File: src/rtl/eceg_decrypt_pkg.sv
// Shared field parameters and mod-P helpers for the EC-ElGamal decryptor.
// Curve y^2 = x^3 + A*x + b over GF(P). Only A and P enter the add/double formulas.
package eceg_decrypt_pkg;

  localparam int DATAWIDTH = 5;
  localparam logic [DATAWIDTH-1:0] P = DATAWIDTH'(17);
  localparam logic [DATAWIDTH-1:0] A = DATAWIDTH'(2);
  localparam int CW = (DATAWIDTH > 1) ? $clog2(DATAWIDTH) : 1;

  typedef logic [DATAWIDTH-1:0] fe_t;

  typedef enum logic [1:0] {
    PA_IDLE,
    PA_INV,
    PA_FIN,
    PA_RDY
  } pa_state_e;

  function automatic fe_t mod_add(input fe_t a, input fe_t b);
    logic [DATAWIDTH:0] s;
    s = {1'b0, a} + {1'b0, b};
    if (s >= {1'b0, P}) s = s - {1'b0, P};
    return s[DATAWIDTH-1:0];
  endfunction

  function automatic fe_t mod_sub(input fe_t a, input fe_t b);
    logic [DATAWIDTH:0] s;
    s = {1'b0, a} + {1'b0, P} - {1'b0, b};
    if (s >= {1'b0, P}) s = s - {1'b0, P};
    return s[DATAWIDTH-1:0];
  endfunction

  function automatic fe_t mod_mul(input fe_t a, input fe_t b);
    logic [2*DATAWIDTH-1:0] prod;
    prod = {{DATAWIDTH{1'b0}}, a} * {{DATAWIDTH{1'b0}}, b};
    prod = prod % {{DATAWIDTH{1'b0}}, P};
    return prod[DATAWIDTH-1:0];
  endfunction

endpackage

File: src/rtl/ec_point_add.sv
// Affine point add/double over GF(P) with Fermat inversion (den^(P-2)).
// Handshake: go_i is a one-cycle request accepted only in PA_IDLE; ready_o pulses one cycle when r_* is valid.
module ec_point_add
  import eceg_decrypt_pkg::*;
(
  input  logic                 clk,
  input  logic                 rst_n,
  input  logic                 go_i,
  input  logic                 dbl_i,
  input  logic [DATAWIDTH-1:0] p1_x_i,
  input  logic [DATAWIDTH-1:0] p1_y_i,
  input  logic [DATAWIDTH-1:0] p2_x_i,
  input  logic [DATAWIDTH-1:0] p2_y_i,
  output logic                 ready_o,
  output logic [DATAWIDTH-1:0] r_x_o,
  output logic [DATAWIDTH-1:0] r_y_o,
  output logic                 r_inf_o
);

  localparam fe_t EXP = P - DATAWIDTH'(2);

  pa_state_e st_q, st_d;
  fe_t x1_q, x1_d, y1_q, y1_d, x2_q, x2_d;
  fe_t num_q, num_d, den_q, den_d, acc_q, acc_d;
  fe_t rx_q, rx_d, ry_q, ry_d;
  logic rinf_q, rinf_d;
  logic [CW-1:0] cnt_q, cnt_d;

  logic same_pt, do_dbl, is_inf;
  fe_t x_sq, acc_sq, lam, x3, y3;

  // Adding a point to itself is a doubling; equal x otherwise means Q = -P.
  assign same_pt = (p1_x_i == p2_x_i) && (p1_y_i == p2_y_i);
  assign do_dbl  = dbl_i || same_pt;
  assign is_inf  = do_dbl ? (p1_y_i == '0) : (p1_x_i == p2_x_i);
  assign x_sq    = mod_mul(p1_x_i, p1_x_i);
  assign acc_sq  = mod_mul(acc_q, acc_q);
  assign lam     = mod_mul(num_q, acc_q);
  assign x3      = mod_sub(mod_sub(mod_mul(lam, lam), x1_q), x2_q);
  assign y3      = mod_sub(mod_mul(lam, mod_sub(x1_q, x3)), y1_q);

  always_ff @(posedge clk or negedge rst_n) begin
    if (!rst_n) begin
      st_q   <= PA_IDLE;
      x1_q   <= '0;
      y1_q   <= '0;
      x2_q   <= '0;
      num_q  <= '0;
      den_q  <= '0;
      acc_q  <= '0;
      cnt_q  <= '0;
      rx_q   <= '0;
      ry_q   <= '0;
      rinf_q <= 1'b0;
    end else begin
      st_q   <= st_d;
      x1_q   <= x1_d;
      y1_q   <= y1_d;
      x2_q   <= x2_d;
      num_q  <= num_d;
      den_q  <= den_d;
      acc_q  <= acc_d;
      cnt_q  <= cnt_d;
      rx_q   <= rx_d;
      ry_q   <= ry_d;
      rinf_q <= rinf_d;
    end
  end

  always_comb begin
    st_d   = st_q;
    x1_d   = x1_q;
    y1_d   = y1_q;
    x2_d   = x2_q;
    num_d  = num_q;
    den_d  = den_q;
    acc_d  = acc_q;
    cnt_d  = cnt_q;
    rx_d   = rx_q;
    ry_d   = ry_q;
    rinf_d = rinf_q;
    case (st_q)
      PA_IDLE: begin
        if (go_i) begin
          x1_d = p1_x_i;
          y1_d = p1_y_i;
          x2_d = do_dbl ? p1_x_i : p2_x_i;
          if (is_inf) begin
            rx_d   = '0;
            ry_d   = '0;
            rinf_d = 1'b1;
            st_d   = PA_RDY;
          end else begin
            num_d = do_dbl ? mod_add(mod_add(x_sq, x_sq), mod_add(x_sq, A))
                           : mod_sub(p2_y_i, p1_y_i);
            den_d = do_dbl ? mod_add(p1_y_i, p1_y_i) : mod_sub(p2_x_i, p1_x_i);
            acc_d = DATAWIDTH'(1);
            cnt_d = CW'(DATAWIDTH - 1);
            st_d  = PA_INV;
          end
        end
      end
      PA_INV: begin
        acc_d = EXP[cnt_q] ? mod_mul(acc_sq, den_q) : acc_sq;
        if (cnt_q == '0) st_d = PA_FIN;
        else cnt_d = cnt_q - 1'b1;
      end
      PA_FIN: begin
        rx_d   = x3;
        ry_d   = y3;
        rinf_d = 1'b0;
        st_d   = PA_RDY;
      end
      PA_RDY:  st_d = PA_IDLE;
      default: st_d = PA_IDLE;
    endcase
  end

  always_comb begin
    ready_o = (st_q == PA_RDY);
    r_x_o   = rx_q;
    r_y_o   = ry_q;
    r_inf_o = rinf_q;
  end

endmodule

File: src/rtl/eceg_decrypt.sv
// EC-ElGamal decryption M = C2 - d*C1 using left-to-right double-and-add.
// Handshake: start is sampled only in IDLE; done pulses one cycle with m_* valid; m_* hold until the next done.
module eceg_decrypt #(
  parameter int DATAWIDTH = eceg_decrypt_pkg::DATAWIDTH,
  parameter int KEYWIDTH  = DATAWIDTH
) (
  input  logic                 clk,
  input  logic                 rst_n,
  input  logic                 start,
  input  logic [DATAWIDTH-1:0] c1_x,
  input  logic [DATAWIDTH-1:0] c1_y,
  input  logic [DATAWIDTH-1:0] c2_x,
  input  logic [DATAWIDTH-1:0] c2_y,
  input  logic [KEYWIDTH-1:0]  priv_key,
  output logic                 busy,
  output logic                 done,
  output logic [DATAWIDTH-1:0] m_x,
  output logic [DATAWIDTH-1:0] m_y,
  output logic                 m_inf,
  output logic [2:0]           dbg_state_o
);
  import eceg_decrypt_pkg::*;

  localparam int IW = (KEYWIDTH > 1) ? $clog2(KEYWIDTH) : 1;

  typedef enum logic [2:0] {
    IDLE, LOAD, DOUBLE, ADD, NEGATE, FINAL, DONE
  } state_e;

  state_e state_q, state_d;
  logic [DATAWIDTH-1:0] c1x_q, c1x_d, c1y_q, c1y_d, c2x_q, c2x_d, c2y_q, c2y_d;
  logic [DATAWIDTH-1:0] sx_q, sx_d, sy_q, sy_d, mx_q, mx_d, my_q, my_d;
  logic [KEYWIDTH-1:0]  key_q, key_d;
  logic [IW-1:0]        idx_q, idx_d;
  logic sinf_q, sinf_d, minf_q, minf_d, pend_q, pend_d;

  logic pa_go, pa_dbl, pa_ready, pa_rinf, op_done;
  logic [DATAWIDTH-1:0] pa_bx, pa_by, pa_rx, pa_ry;

  assign op_done = pend_q && pa_ready;

  ec_point_add u_pa (
    .clk     (clk),
    .rst_n   (rst_n),
    .go_i    (pa_go),
    .dbl_i   (pa_dbl),
    .p1_x_i  (sx_q),
    .p1_y_i  (sy_q),
    .p2_x_i  (pa_bx),
    .p2_y_i  (pa_by),
    .ready_o (pa_ready),
    .r_x_o   (pa_rx),
    .r_y_o   (pa_ry),
    .r_inf_o (pa_rinf)
  );

  always_ff @(posedge clk or negedge rst_n) begin
    if (!rst_n) begin
      state_q <= IDLE;
      c1x_q   <= '0;
      c1y_q   <= '0;
      c2x_q   <= '0;
      c2y_q   <= '0;
      key_q   <= '0;
      sx_q    <= '0;
      sy_q    <= '0;
      sinf_q  <= 1'b0;
      idx_q   <= '0;
      pend_q  <= 1'b0;
      mx_q    <= '0;
      my_q    <= '0;
      minf_q  <= 1'b0;
    end else begin
      state_q <= state_d;
      c1x_q   <= c1x_d;
      c1y_q   <= c1y_d;
      c2x_q   <= c2x_d;
      c2y_q   <= c2y_d;
      key_q   <= key_d;
      sx_q    <= sx_d;
      sy_q    <= sy_d;
      sinf_q  <= sinf_d;
      idx_q   <= idx_d;
      pend_q  <= pend_d;
      mx_q    <= mx_d;
      my_q    <= my_d;
      minf_q  <= minf_d;
    end
  end

  always_comb begin
    state_d = state_q;
    c1x_d   = c1x_q;
    c1y_d   = c1y_q;
    c2x_d   = c2x_q;
    c2y_d   = c2y_q;
    key_d   = key_q;
    sx_d    = sx_q;
    sy_d    = sy_q;
    sinf_d  = sinf_q;
    idx_d   = idx_q;
    pend_d  = pend_q;
    mx_d    = mx_q;
    my_d    = my_q;
    minf_d  = minf_q;
    case (state_q)
      IDLE: begin
        if (start) begin
          c1x_d   = c1_x;
          c1y_d   = c1_y;
          c2x_d   = c2_x;
          c2y_d   = c2_y;
          key_d   = priv_key;
          state_d = LOAD;
        end
      end
      LOAD: begin
        sx_d    = '0;
        sy_d    = '0;
        sinf_d  = 1'b1;
        idx_d   = IW'(KEYWIDTH - 1);
        pend_d  = 1'b0;
        state_d = DOUBLE;
      end
      // An infinite accumulator resolves locally in one cycle; otherwise issue go once and wait.
      DOUBLE: begin
        if (sinf_q || op_done) begin
          if (!sinf_q) begin
            sx_d   = pa_rx;
            sy_d   = pa_ry;
            sinf_d = pa_rinf;
            pend_d = 1'b0;
          end
          if (key_q[idx_q]) state_d = ADD;
          else if (idx_q == '0) state_d = NEGATE;
          else begin
            idx_d   = idx_q - 1'b1;
            state_d = DOUBLE;
          end
        end else if (!pend_q) begin
          pend_d = 1'b1;
        end
      end
      ADD: begin
        if (sinf_q || op_done) begin
          if (sinf_q) begin
            sx_d   = c1x_q;
            sy_d   = c1y_q;
            sinf_d = 1'b0;
          end else begin
            sx_d   = pa_rx;
            sy_d   = pa_ry;
            sinf_d = pa_rinf;
            pend_d = 1'b0;
          end
          if (idx_q == '0) state_d = NEGATE;
          else begin
            idx_d   = idx_q - 1'b1;
            state_d = DOUBLE;
          end
        end else if (!pend_q) begin
          pend_d = 1'b1;
        end
      end
      NEGATE: begin
        if (!sinf_q && (sy_q != '0)) sy_d = P - sy_q;
        state_d = FINAL;
      end
      FINAL: begin
        if (sinf_q) begin
          mx_d    = c2x_q;
          my_d    = c2y_q;
          minf_d  = 1'b0;
          state_d = DONE;
        end else if (op_done) begin
          mx_d    = pa_rx;
          my_d    = pa_ry;
          minf_d  = pa_rinf;
          pend_d  = 1'b0;
          state_d = DONE;
        end else if (!pend_q) begin
          pend_d = 1'b1;
        end
      end
      DONE:    state_d = IDLE;
      default: state_d = IDLE;
    endcase
  end

  always_comb begin
    busy        = (state_q != IDLE);
    done        = (state_q == DONE);
    m_x         = mx_q;
    m_y         = my_q;
    m_inf       = minf_q;
    dbg_state_o = state_q;
    pa_go       = ((state_q == DOUBLE) || (state_q == ADD) || (state_q == FINAL))
                  && !pend_q && !sinf_q;
    pa_dbl      = (state_q == DOUBLE);
    pa_bx       = (state_q == FINAL) ? c2x_q : c1x_q;
    pa_by       = (state_q == FINAL) ? c2y_q : c1y_q;
  end

endmodule

File: config.mk
export PLATFORM = sky130hd
export DESIGN_NAME = eceg_decrypt
export DESIGN_NICKNAME = d
export VERILOG_FILES = /design/src/rtl/eceg_decrypt_pkg.sv /design/src/rtl/ec_point_add.sv /design/src/rtl/eceg_decrypt.sv
export SDC_FILE = /design/constraint.sdc
export NUM_CORES = 1
export LEC_CHECK = 0
export ABC_AREA = 0
export BUFFER_PORTS_ARGS = -buffer_cell sky130_fd_sc_hd__buf_2
export CELL_PAD_IN_SITES_DETAIL_PLACEMENT = 1
export CELL_PAD_IN_SITES_GLOBAL_PLACEMENT = 2
export CORE_MARGIN = 2
export CORE_UTILIZATION = 39
export DETAILED_ROUTE_END_ITERATION = 12
export PLACE_DENSITY_LB_ADDON = 0.1
export SYNTH_ARGS = -nofsm -noshare
export SYNTH_HDL_FRONTEND = slang
export SYNTH_SLANG_ARGS = --single-unit
File: constraint.sdc
create_clock -name clk -period 32.7 [get_ports clk]
set_input_delay 3.27 -clock clk [delete_from_list [all_inputs] [get_ports clk]]
set_output_delay 3.27 -clock clk [all_outputs]
set_load 0.005 [all_outputs]
==> reports/summary.txt, run 1 <==
Status - finished clean
Max incr delay on CP - 560 ps
Fillers - 5,639
Die W - 218.4 um
Post-synthesis cell type count - 117
Vias - 16,990
Clock Latency Late Sink - 360 ps
Ports - 44
Crit share post-route - 0.9405
Die Y-Extent - 218.4 um
Global-route wire length before repair - 87,620 um
Post-synth EDFFs - 0
Max cap viols - 0
Path category of the worst min-delay check - flop to flop
Measured slew at the worst slew-check pin - 1211 ps
Fin worst setup slack - 1945 ps
Overall die area - 47,690 um^2
Synthesized netlist cell count - 2,348
# setup viols final - 0
WP data required - 32,980 ps
DRC - 0
Rel. slew slack - 0.1926
Clock buffer depth - 2
Initial DRC Count - 842
Initial antenna violation count - 0
Async SR Flop Fraction - 1.000
YS warnings - 0
Post-route ant nets - 0
DP Cell Count - 2,936
Worst setup SP type - flop
Max Clk Rate - 0.03251 GHz
Dominant synthesized flop cell - dfrtp_1
# port buffers - 43
CTS tree - done
Antenna cells - 0
Layout Area Growth over Synthesis - 7.400%
Post-DP HPWL - 42,260 um
Final nets - 2,624
Syn_nets - 2,622
Pre-CTS WS - -742.5 ps
Post-Synthesis Mean Instance Area - 7.633 um^2
Cell area after synthesis - 17,920 um^2
Final Hold Viols - 0
Core Rows - 78
Final Slew Violations - 0
Crit Path Class - flop to flop
Vias/cell - 5.748
WL per Instance - 17.61 um
Setup TNS - 0 ps
Crit Path Max Fanout - 13
Finished Layout Cells - 2,955
Drt first pass iters - 5
Vias in the first global route - 17,710
Cts bufs inserted - 9
Clock Sinks - 100
CP endpoint kind - flop
Grt ovf - 0
Routed WL - 52,050 um
Top cell by count, worst path - ha_1
H-tree Lvls - 3
Gpl congestion - 0.8516
Clock slew at reported path FFs - 80 ps
Crit path DAT - 31,040 ps
Max stage delay cell, worst path - fa_1
Pin count of the biggest net entering global routing - 57
#FFs+latches synth - 100
Starting Density - 0.3949
GRT Total Usage - 0.2180
Crit path max-delay family - adder cells
Share of layout cells above drive strength 1 - 0.1023
Core Box Area - 45,380 um^2
Worst path bufs/invs - 16
Sequential fraction of the synthesis area - 0.1396
Max Clock Skew - 9.482 ps
Root buf cell - clkbuf_16
Tmin final - 30,760 ps
## layer usage
layer | part of all wire | vias up | routed length [um] | GRT usage
li1 | - | 8438 | - | -
met1 | 0.47 | 8413 | 24290 | 0.2792
met2 | 0.51 | 103 | 26610 | 0.4046
met3 | 0.011 | 32 | 598 | 0.01378
met4 | 0.010 | 0 | 544 | 0.03537
met5 | 0 | - | 0 | 0
## tightest hold or removal path: stages, from the launching register on
cell and delay [ps]:
dfrtp_1 350, nand2_1 40, o21ai_0 60
## state kept, by name, indices dropped and copies added (netlist names), 5 cells and up
name        count
u_pa.x2_q       5
m_x             5
u_pa.y1_q       5
sx_q            5
key_q           5
c2y_q           5
c1x_q           5
m_y             5
u_pa.x1_q       5
c2x_q           5
c1y_q           5
sy_q            5
u_pa.num_q      5
u_pa.r_x_o      5
u_pa.den_q      5
u_pa.acc_q      5
u_pa.r_y_o      5
## worst paths after layout
kind                                     from  slack (ps)  cells past startpoint            end
worst max-delay path            u_pa.acc_q[2]        1940                    136  u_pa.r_y_o[3]
worst min-delay path                   m_y[0]         480                      2         m_y[0]
worst max register to register  u_pa.acc_q[2]        1940                    136  u_pa.r_y_o[3]
worst min register to register         m_y[0]         480                      2         m_y[0]
max in group asynchronous               rst_n       28630                      2       c1y_q[2]
min in group asynchronous               rst_n        2980                      1       c2x_q[2]
## placed cells by master (no fill, tap or decap), types with 10 or more instances in the layout
master     synthesis  routed
o21a_1            13      13
o211ai_1          28      28
a22oi_1           10      10
xor2_1            46      43
nand2b_1          26      26
or3_1             24      24
nand2_1          270     269
o21ai_1           11      12
a31oi_1           34      33
a21oi_1          160     156
fa_1              44      44
a21o_1            40      40
o21ai_0          154     148
a211oi_1          18      16
buf_4              1      19
nor4_1            14      13
buf_2              9      42
inv_1            201     201
mux2_2            40      40
nor2_1           174     169
ha_1             202     202
nand3_1           51      51
or2_2             25      25
nor3_1            43      42
xnor2_1          101      98
dfrtp_1          100      97
nand4_1           25      25
o21bai_1          12      10
o22ai_1           15      13
and2_1            48      48
and3_1            24      24
mux2i_1           47      45
o31ai_1           14      14
o2111ai_1         10      10
nor2b_1           34      34
## cell type report
class                   instances  area [um^2]  area share
multi-input cells            1974        14570      0.7568
repair buffers                 61        352.8     0.01833
well taps                     600        750.7     0.03900
clock inverters                 6        66.31    0.003445
flip-flops and latches        100         2506      0.1302
inverters                     204        765.7     0.03978
clock buffers                  10        239.0     0.01242
## synth_stat cells, types with 7 or more instances
master	instances	area (um^2)
nand2b_1	26	162.7
fa_1	44	880.8
a311oi_1	7	61.31
or2_2	25	156.4
and2_1	48	300.3
nand2_1	270	1013
and3_1	24	150.1
a31o_2	8	70.07
nor2_1	174	653.1
mux2_2	40	450.4
xor2_1	46	402.9
or4_1	8	60.06
o21a_1	13	97.59
o31a_1	7	61.31
o221ai_1	9	78.83
a21o_1	40	300.3
o21ai_1	11	55.05
a21boi_0	8	60.06
buf_2	9	45.04
o211a_1	8	80.08
mux2i_1	47	470.5
o21bai_1	12	90.09
o22ai_1	15	93.84
nand4_1	25	156.4
nor4_1	14	87.58
dfrtp_1	100	2502
inv_1	201	754.5
a31oi_1	34	212.7
nor2b_1	34	212.7
or3_1	24	150.1
xnor2_1	101	884.6
ha_1	202	2527
o31ai_1	14	105.1
a21oi_1	160	800.8
nand3_1	51	255.2
o2111ai_1	10	87.58
a211oi_1	18	135.1
nor3b_1	8	60.06
clkbuf_1	56	210.2
a211o_1	9	78.83
nor3_1	43	215.2
a22oi_1	10	75.07
o21ai_0	154	770.7
o211ai_1	28	210.2
## cells by family after synthesis
logic type | count (synthesis) | synth area share
adder cells (fa/ha/maj) | 251 | 0.1930
buffers and inverters | 274 | 0.05906
XOR/XNOR | 152 | 0.07707
AND/OR/NAND/NOR | 811 | 0.2246
flip-flops | 100 | 0.1396
multiplexers | 90 | 0.05410
AO/OA/AOI/OAI | 670 | 0.2526
## what timing repair did
action / CTS / global route
resized for setup: 6 / 40
setup endpoints to repair: 5 / 5
hold buffers: 0 / 0
setup buffers: 0 / 3
pin swaps: 0 / 2
## per-stage QoR
step	hold slack (ps)	cell area (um^2)	utilization
global placement	461.6	18730	0.4128
finish	482.5	19250	0.4242
floorplan	449.8	17920	-
detailed placement	470.4	18730	0.4128
CTS	488.3	19050	0.4198
global route	516.0	19250	0.4242
Power of run 1 is not shown: default switching activity piles up to over one toggle a cycle in this logic, so the estimate is an artifact.
==> run 2: changes to the inputs <==
--- a/config.mk
+++ b/config.mk
@@ -13,4 +13,5 @@
 export CORE_UTILIZATION = 39
 export DETAILED_ROUTE_END_ITERATION = 12
+export MAX_ROUTING_LAYER = met4
 export PLACE_DENSITY_LB_ADDON = 0.1
 export SYNTH_ARGS = -nofsm -noshare
==> constraint.sdc (replaced) <==
create_clock -name clk -period 32.7 [get_ports clk]
set_input_delay 3.27 -clock clk [delete_from_list [all_inputs] [get_ports clk]]
set_output_delay 3.27 -clock clk [all_outputs]
set_load 0.02 [all_outputs]
==> run 2 against run 1 <==
  * Sequential cell count is the same
  * Largest cell class unchanged
  * First-iteration DRC count shrank 3.3%
  * Wire length shrank 0.19%
  * Critical path type unchanged
  * Worst setup slack gained 290 ps
  * Cell count is essentially flat
  * Design area grew 0.39%
==> reports/summary.txt, run 2 (same netlist as run 1, synthesis figures left out) <==
Status - finished clean
Max Clk Rate - 0.03283 GHz
Pre-CTS WS - -910.7 ps
Clock buffer depth - 2
Min Hold Slack - 484.0 ps
Die W - 218.4 um
H-tree Lvls - 3
Max Clock Skew - 9.151 ps
Fin worst setup slack - 2237 ps
Global-route wire length before repair - 87,840 um
Clock slew at reported path FFs - 80 ps
Setup TNS - 0 ps
Core Box Area - 45,380 um^2
Crit path DAT - 30,750 ps
Design area - 19,320 um^2
Post-route ant nets - 0
Initial DRC Count - 814
Top cell by count, worst path - ha_1
Clock Sinks - 100
Root buf cell - clkbuf_16
Tmin final - 30,460 ps
Max stage delay cell, worst path - fa_1
Drt first pass iters - 5
Max cap viols - 0
Worst setup SP type - flop
Routed WL - 51,950 um
Vias/cell - 5.703
Antenna cells - 0
DRC - 0
Most common cell after layout, fill and taps aside - nand2_1
CP endpoint kind - flop
Register area - 2506 um^2
Path category of the worst min-delay check - flop to flop
Vias in the first global route - 17,620
Final Hold Viols - 0
Die Y-Extent - 218.4 um
Area of the multi-input gates - 14,620 um^2
Overall die area - 47,690 um^2
Fillers - 5,673
Most used cells in the layout excluding fill and tap cells - nand2_1, inv_1, ha_1
Post-DP HPWL - 42,140 um
Crit share post-route - 0.9316
Cts bufs inserted - 9
Ports - 44
Crit path max-delay family - adder cells
Placed instance area - 18,720 um^2
WP data required - 32,980 ps
Final Slew Violations - 0
Starting Density - 0.3949
WL per Instance - 17.57 um
Crit Path Max Fanout - 12
Max incr delay on CP - 570 ps
CTS tree - done
Vias - 16,870
# setup viols final - 0
Initial antenna violation count - 0
Worst path bufs/invs - 18
Layout Area Growth over Synthesis - 7.819%
Clock Latency Late Sink - 360 ps
Crit Path Class - flop to flop
Measured slew at the worst slew-check pin - 1204 ps
Share of layout cells above drive strength 1 - 0.1048
Pin count of the biggest net entering global routing - 57
Core Rows - 78
GRT Total Usage - 0.2248
# port buffers - 43
Rel. slew slack - 0.1972
Grt ovf - 0
Final nets - 2,626
Gpl congestion - 0.8528
run 2: changes by cell type in the layout (fill, tap and decap cells not counted), moves of 2 or more:
| cell | previous run | this run |
|---|---|---|
| buf_4 | 19 | 21 |
| inv_6 | 0 | 2 |
| inv_8 | 3 | 1 |
| xor2_1 | 43 | 41 |
run 2: cell type report:
cell class | instances | area share
tap | 600 | 0.03885
multi-input combinational | 1974 | 0.7564
sequential | 100 | 0.1297
clock buffer | 9 | 0.01166
clock inverter | 7 | 0.004727
inverter | 204 | 0.03963
timing repair buffer | 63 | 0.01904
run 2: worst paths after layout:
check,start,to,slack (ps),depth (start not counted)
worst max-delay path,u_pa.acc_q[3],u_pa.r_y_o[3],2240,139
worst min-delay path,m_y[3],m_y[3],480,2
worst max register to register,u_pa.acc_q[3],u_pa.r_y_o[3],2240,139
worst min register to register,m_y[3],m_y[3],480,2
max in group asynchronous,rst_n,c1y_q[1],28630,2
min in group asynchronous,rst_n,m_x[0],2970,1
run 2: worst register-to-register path, delay by kind of cell, from the launching register on:
kind | cells | cell delay (ps)
fa+ha+maj | 30 | 10330
compound gates | 39 | 8480
simple gates | 37 | 6260
xor+xnor | 11 | 2240
buf+inv | 18 | 1600
mux | 4 | 1000
flops | 1 | 480
run 2: repair_timing:
item,4_1_cts,5_1_grt
setup endpoints to repair,5,5
hold buffers,0,0
pin swaps,0,5
setup buffers,0,7
resized for setup,8,45
run 2: routing by layer:
metal,global-route usage,up-vias,share of wire
met3,0.01169,35,0.010
met2,0.4071,113,0.51
met4,0.03152,0,0.0094
met1,0.2812,8286,0.47
li1,-,8431,-
met5,-,-,0
run 2: stage by stage:
stage          instances  utilization
3_3_place_gp        2934       0.4125
3_5_place_dp        2934       0.4125
2_1_floorplan       2348            -
5_1_grt             2957       0.4258
4_1_cts             2950       0.4200
6_report            2957       0.4258
Power of run 2 is left out for the same reason.
